### config.mk
export PLATFORM = sky130hd
export DESIGN_NAME = digit_serial_adder_flat
export DESIGN_NICKNAME = d
export VERILOG_FILES = /design/src/rtl/digit_serial_adder_pkg.sv /design/src/rtl/digit_serial_adder_if.sv /design/src/rtl/digit_serial_adder_digit_adder.sv /design/src/rtl/digit_serial_adder.sv /design/src/flat_wrapper.sv
export SDC_FILE = /design/constraint.sdc
export NUM_CORES = 1
export LEC_CHECK = 0
export ABC_AREA = 1
export CAP_MARGIN = 25
export CORE_MARGIN = 3
export CORE_UTILIZATION = 40
export CTS_BUF_LIST = sky130_fd_sc_hd__clkbuf_8
export DETAILED_ROUTE_END_ITERATION = 8
export GPL_TIMING_DRIVEN = 0
export HOLD_SLACK_MARGIN = 0.06
export PLACE_DENSITY = 0.61
export SYNTH_ARGS = -nofsm -noshare
export SYNTH_HDL_FRONTEND = slang
export SYNTH_HIERARCHICAL = 1
export SYNTH_SLANG_ARGS = --single-unit
### constraint.sdc
create_clock -name clk -period 3.88 [get_ports clk]
set_input_delay 0.582 -clock clk [delete_from_list [all_inputs] [get_ports clk]]
set_output_delay 0.582 -clock clk [all_outputs]
set_load 0.02 [all_outputs]
### src/rtl/digit_serial_adder_pkg.sv
// Shared types and elaboration helpers for the digit-serial adder.
package adder_pkg;

  typedef enum logic [1:0] {
    IDLE = 2'd0,
    RUN  = 2'd1,
    DONE = 2'd2
  } state_e;

  // Digit counter width; never below one bit so NDIG=1 still has a counter.
  function automatic int unsigned cnt_width(input int unsigned width, input int unsigned digit);
    int unsigned ndig;
    ndig = width / digit;
    return (ndig <= 1) ? 1 : $clog2(ndig);
  endfunction

endpackage

### src/rtl/digit_serial_adder_if.sv
// Operand/result handshake bundle for digit_serial_adder.
interface digit_serial_adder_if #(
  parameter int unsigned WIDTH = 16
);
  logic             in_valid;
  logic             in_ready;
  logic [WIDTH-1:0] a;
  logic [WIDTH-1:0] b;
  logic             cin;
  logic             sub;
  logic             out_valid;
  logic             out_ready;
  logic [WIDTH-1:0] sum;
  logic             cout;
  logic             ovf;
  logic             busy;

  modport master (
    output in_valid, a, b, cin, sub, out_ready,
    input  in_ready, out_valid, sum, cout, ovf, busy
  );

  modport slave (
    input  in_valid, a, b, cin, sub, out_ready,
    output in_ready, out_valid, sum, cout, ovf, busy
  );
endinterface

### src/rtl/digit_serial_adder_digit_adder.sv
// Combinational DIGIT-bit ripple adder built from per-bit full-adder cells.
module digit_adder #(
  parameter int unsigned DIGIT = 4
) (
  input  logic [DIGIT-1:0] x,
  input  logic [DIGIT-1:0] y,
  input  logic             ci,
  output logic [DIGIT-1:0] s,
  output logic             co,
  output logic             c_msb
);
  logic [DIGIT:0] c;

  assign c[0] = ci;

  for (genvar i = 0; i < DIGIT; i++) begin : g_fa
    assign s[i]   = x[i] ^ y[i] ^ c[i];
    assign c[i+1] = (x[i] & y[i]) | (c[i] & (x[i] ^ y[i]));
  end

  assign co    = c[DIGIT];
  assign c_msb = c[DIGIT-1];
endmodule

### src/rtl/digit_serial_adder.sv
// Multi-cycle add/subtract: DIGIT bits per clock, LSB digit first, carry held in a flop.
module digit_serial_adder
  import adder_pkg::*;
#(
  parameter int unsigned WIDTH = 16,
  parameter int unsigned DIGIT = 4
) (
  input  logic                clk,
  input  logic                rst,
  digit_serial_adder_if.slave bus
);
  localparam int unsigned NDIG = WIDTH / DIGIT;
  localparam int unsigned CW   = cnt_width(WIDTH, DIGIT);
  localparam logic [CW-1:0] LAST = CW'(NDIG - 1);

  state_e           state_q, state_d;
  logic [WIDTH-1:0] ra_q, ra_d, rb_q, rb_d, acc_q, acc_d;
  logic [WIDTH-1:0] sum_q, sum_d;
  logic             c_q, c_d, cout_q, cout_d, ovf_q, ovf_d;
  logic [CW-1:0]    cnt_q, cnt_d;

  logic [DIGIT-1:0] dsum;
  logic             dco, dmsb;
  logic [WIDTH-1:0] dsum_top;

  digit_adder #(.DIGIT(DIGIT)) u_digit_adder (
    .x     (ra_q[DIGIT-1:0]),
    .y     (rb_q[DIGIT-1:0]),
    .ci    (c_q),
    .s     (dsum),
    .co    (dco),
    .c_msb (dmsb)
  );

  assign dsum_top = WIDTH'(dsum) << (WIDTH - DIGIT);

  always_comb begin
    state_d = state_q;
    ra_d    = ra_q;
    rb_d    = rb_q;
    acc_d   = acc_q;
    c_d     = c_q;
    cnt_d   = cnt_q;
    sum_d   = sum_q;
    cout_d  = cout_q;
    ovf_d   = ovf_q;
    unique case (state_q)
      IDLE: begin
        if (bus.in_valid) begin
          ra_d    = bus.a;
          rb_d    = bus.sub ? ~bus.b : bus.b;
          c_d     = bus.cin ^ bus.sub;
          cnt_d   = '0;
          state_d = RUN;
        end
      end
      RUN: begin
        acc_d = (acc_q >> DIGIT) | dsum_top;
        ra_d  = ra_q >> DIGIT;
        rb_d  = rb_q >> DIGIT;
        c_d   = dco;
        cnt_d = cnt_q + CW'(1);
        if (cnt_q == LAST) begin
          // Last digit: carry into the MSB is used the same cycle, so no separate c_msb flop.
          state_d = DONE;
          sum_d   = acc_d;
          cout_d  = dco;
          ovf_d   = dmsb ^ dco;
        end
      end
      DONE: begin
        if (bus.out_ready) state_d = IDLE;
      end
      default: state_d = IDLE;
    endcase
  end

  always_ff @(posedge clk) begin
    if (rst) begin
      state_q <= IDLE;
      ra_q    <= '0;
      rb_q    <= '0;
      acc_q   <= '0;
      c_q     <= 1'b0;
      cnt_q   <= '0;
      sum_q   <= '0;
      cout_q  <= 1'b0;
      ovf_q   <= 1'b0;
    end else begin
      state_q <= state_d;
      ra_q    <= ra_d;
      rb_q    <= rb_d;
      acc_q   <= acc_d;
      c_q     <= c_d;
      cnt_q   <= cnt_d;
      sum_q   <= sum_d;
      cout_q  <= cout_d;
      ovf_q   <= ovf_d;
    end
  end

  assign bus.in_ready  = (state_q == IDLE);
  assign bus.busy      = (state_q == RUN);
  assign bus.out_valid = (state_q == DONE);
  assign bus.sum       = sum_q;
  assign bus.cout      = cout_q;
  assign bus.ovf       = ovf_q;
endmodule

### src/flat_wrapper.sv
// flat-port wrapper written by rule: the top's interface ports become plain ports
module digit_serial_adder_flat import adder_pkg::*;
#(
  parameter int unsigned WIDTH = 16,
  parameter int unsigned DIGIT = 4
)
  (clk, rst, bus_in_valid, bus_a, bus_b, bus_cin, bus_sub, bus_out_ready, bus_in_ready, bus_out_valid, bus_sum, bus_cout, bus_ovf, bus_busy);
  digit_serial_adder_if #(.WIDTH(WIDTH)) bus_i ();
  input  logic clk;
  input  logic rst;
  input wire logic [$bits(bus_i.in_valid)-1:0] bus_in_valid;
  input wire logic [$bits(bus_i.a)-1:0] bus_a;
  input wire logic [$bits(bus_i.b)-1:0] bus_b;
  input wire logic [$bits(bus_i.cin)-1:0] bus_cin;
  input wire logic [$bits(bus_i.sub)-1:0] bus_sub;
  input wire logic [$bits(bus_i.out_ready)-1:0] bus_out_ready;
  output wire logic [$bits(bus_i.in_ready)-1:0] bus_in_ready;
  output wire logic [$bits(bus_i.out_valid)-1:0] bus_out_valid;
  output wire logic [$bits(bus_i.sum)-1:0] bus_sum;
  output wire logic [$bits(bus_i.cout)-1:0] bus_cout;
  output wire logic [$bits(bus_i.ovf)-1:0] bus_ovf;
  output wire logic [$bits(bus_i.busy)-1:0] bus_busy;
  assign bus_i.in_valid = bus_in_valid;
  assign bus_i.a = bus_a;
  assign bus_i.b = bus_b;
  assign bus_i.cin = bus_cin;
  assign bus_i.sub = bus_sub;
  assign bus_i.out_ready = bus_out_ready;
  assign bus_in_ready = bus_i.in_ready;
  assign bus_out_valid = bus_i.out_valid;
  assign bus_sum = bus_i.sum;
  assign bus_cout = bus_i.cout;
  assign bus_ovf = bus_i.ovf;
  assign bus_busy = bus_i.busy;
  digit_serial_adder #(.WIDTH(WIDTH), .DIGIT(DIGIT)) u_core (.clk(clk), .rst(rst), .bus(bus_i));
endmodule
==> flow_summary.toml <==
[die]
die_area_um2 = 9150
die_w_um = 95.7
die_height_um = 95.7
start_util = 0.414
pin_count = 59
rows = 32
core-area_um2 = 7770

[sta]
setup_tns_ps = 0
slew_headroom = 0.574
finalHoldViolations = 0
setup_slack_ps = 1310
skew_ps = 6.75
setup_viol = 0
clock.fmax_mhz = 390
min_period_ps = 2570
tightestPinTransition_ps = 640
hold-worst-slack_ps = 461
finalMaxSlewViolations = 0
rsz0062_at_grt = "false"
finalCritPeriodShare = 0.661

[setup_path]
worst_r2r_path_depth = 8
cp.arrival_ps = 1980
critPathLaunch = "u_core/state_q[0]"
required_ps = 3300
r2r-end = "u_core/acc_q[15]"
r2r_start = "u_core/c_q"
worst-path-max-fanout = 10
crit_type = "reg -> out"
end_kind = "output port"
worstSetupEndpoint = "bus_busy"
crit_path_start_kind = "flop"
r2r_slack_ps = 1670

[routing]
wire_per_inst_um = 11.2
ant_nets = 0
vias = 2952
avgViaCountPerCell = 4.56
wirelength_um = 7230
drc_errors = 0
dr.pass1.iters = 4
drtIter0Drc = 119

[grt]
track_usage = 0.167
first_global_vias = 2670
grt_remaining_overflow = 0
grt_max_degree = 13
grt_pass1_wl_um = 11800
antenna_found_initial = 0

[power]
ir_drop_uv = 232
totalPowerFinal_mw = 1.68
powerDensity_nw_per_um2 = 406
p_leak_nw = 1.98

[cts]
clk_path_buf_depth = 2
cts_setup_buffers = 0
cts_resized = 0
htree_levels = 3
clk_pin_slew_ps = 70
cts_tree = "yes"
cts_buffers = 9
ctsHoldBuffers = 0
clock_sinks = 67
root_buffer = "clkbuf_8"
clock_latency_ps = 340

[placement]
dp_slack_ps = 1660
dp_hpwl_um = 5300
place_inst = 632
dpl_cell_area_um2 = 3910
portBuffers = 57
place_congestion = 0.775

[synthesis]
yosysTopAreaCell = "dfxtp_1"
seq_area_frac_synth = 0.417
synth_top_area_frac = 0.417
synth.net_count = 516
netlist_area_um2 = 3220
avgSynthCellArea_um2 = 6.80
synth_cell_types = 25
synthTopCellsByArea = "dfxtp_1 42%, nand2_1 16%, nor2_1 8.1%"
synthCells = 473
ys_ff_latch = 67
yosys_warnings = 6

[finish]
final_cells = 648
antenna_cells = 0
final_util = 0.532
drive_gt1_frac = 0.0934
stdcell_area_um2 = 4130
nets = 584
final.fill_count = 821
syn_to_final_growth_pct = 28.4

[hold_path]
min_path_type = "reg -> reg"

[outcome]
status = "finished, final reports clean"

[job]
max_cap_viol_count = 0
-- registers in the layout (all words and copies together), names as in the netlist --
register,cells
u_core/c_q,1
u_core/bus.ovf,1
u_core/acc_q,12
u_core/bus.sum,16
u_core/ra_q,16
u_core/rb_q,16
u_core/cnt_q,2
u_core/state_q,2
u_core/bus.cout,1
-- power breakdown --
| part | total [mW] | switching [mW] | internal, mW |
|---|---|---|---|
| Sequential | 0.757 | 0.0226 | 0.734 |
| Combinational | 0.288 | 0.159 | 0.129 |
| Clock | 0.633 | 0.272 | 0.360 |
-- cells in the mapped netlist, drive strengths merged --
cell      n
a21oi    39
nand2   141
o21ai    30
fa        4
a211oi    1
buf      19
or2       9
nand3    13
ha        1
clkbuf    5
xor2      5
clkinv    1
nor2     71
dfxtp    67
inv      67
-- how the worst min path moves through the flow --
stage | from | endpoint | cells past startpoint
global route | u_core/ra_q[14] | u_core/ra_q[14] | 2
global placement | u_core/ra_q[15] | u_core/ra_q[15] | 2
finish | u_core/ra_q[13] | u_core/ra_q[13] | 2
floorplan | u_core/cnt_q[0] | u_core/cnt_q[0] | 1
detailed placement | u_core/ra_q[14] | u_core/ra_q[14] | 2
CTS | u_core/ra_q[14] | u_core/ra_q[14] | 2
-- final cells by class --
cell class	instances	area, um2	area share
Clock inverter	7	92.6	0.0224
Timing Repair Buffer	57	571	0.138
Buffer	24	185	0.0448
Tap cell	102	128	0.0309
Clock buffer	9	124	0.0300
Multi-Input combinational cell	314	1430	0.347
Sequential cell	67	1340	0.325
Inverter	68	258	0.0624
-- critical path, cell delays in order (launching register included) --
cell             delay [ps]
dfxtp_1                 400
buf_6                   160
inv_2                   110
nor2_4                  200
buf_6                   170
clkdlybuf4s50_1         610
-- layer usage --
layer / track usage / vias to the layer above / share of wire
met1: 0.196 / 1312 / 0.46
met3: 0.0497 / 6 / 0.046
met2: 0.296 / 67 / 0.49
li1: - / 1567 / -
met5: 0 / - / 0
met4: 0.0415 / 0 / 0.0098
-- cell families after synthesis --
logic type	Yosys count	synth area share
DFF	67	0.417
and+or+nand+nor	234	0.291
AOI/OAI and AO/OA	70	0.112
adders and majority gates	5	0.0288
xor gates and xnor gates	5	0.0136
buffers and inverters	92	0.138
-- cell usage in the layout (no fill, tap or decap), types with 2 or more instances in the layout --
cell type	instances
nand3_1	13
nor2_1	69
nand2_1	140
nor2_4	2
clkbuf_1	5
a21oi_1	38
buf_6	10
fa_1	4
buf_4	4
buf_2	4
xor2_1	5
clkbuf_8	9
o21ai_0	28
inv_2	3
or2_2	9
inv_1	64
dfxtp_1	67
bufinv_16	2
clkinvlp_4	2
clkdlybuf4s50_1	57
No activity file was read; power rests on OpenSTA's default activity.
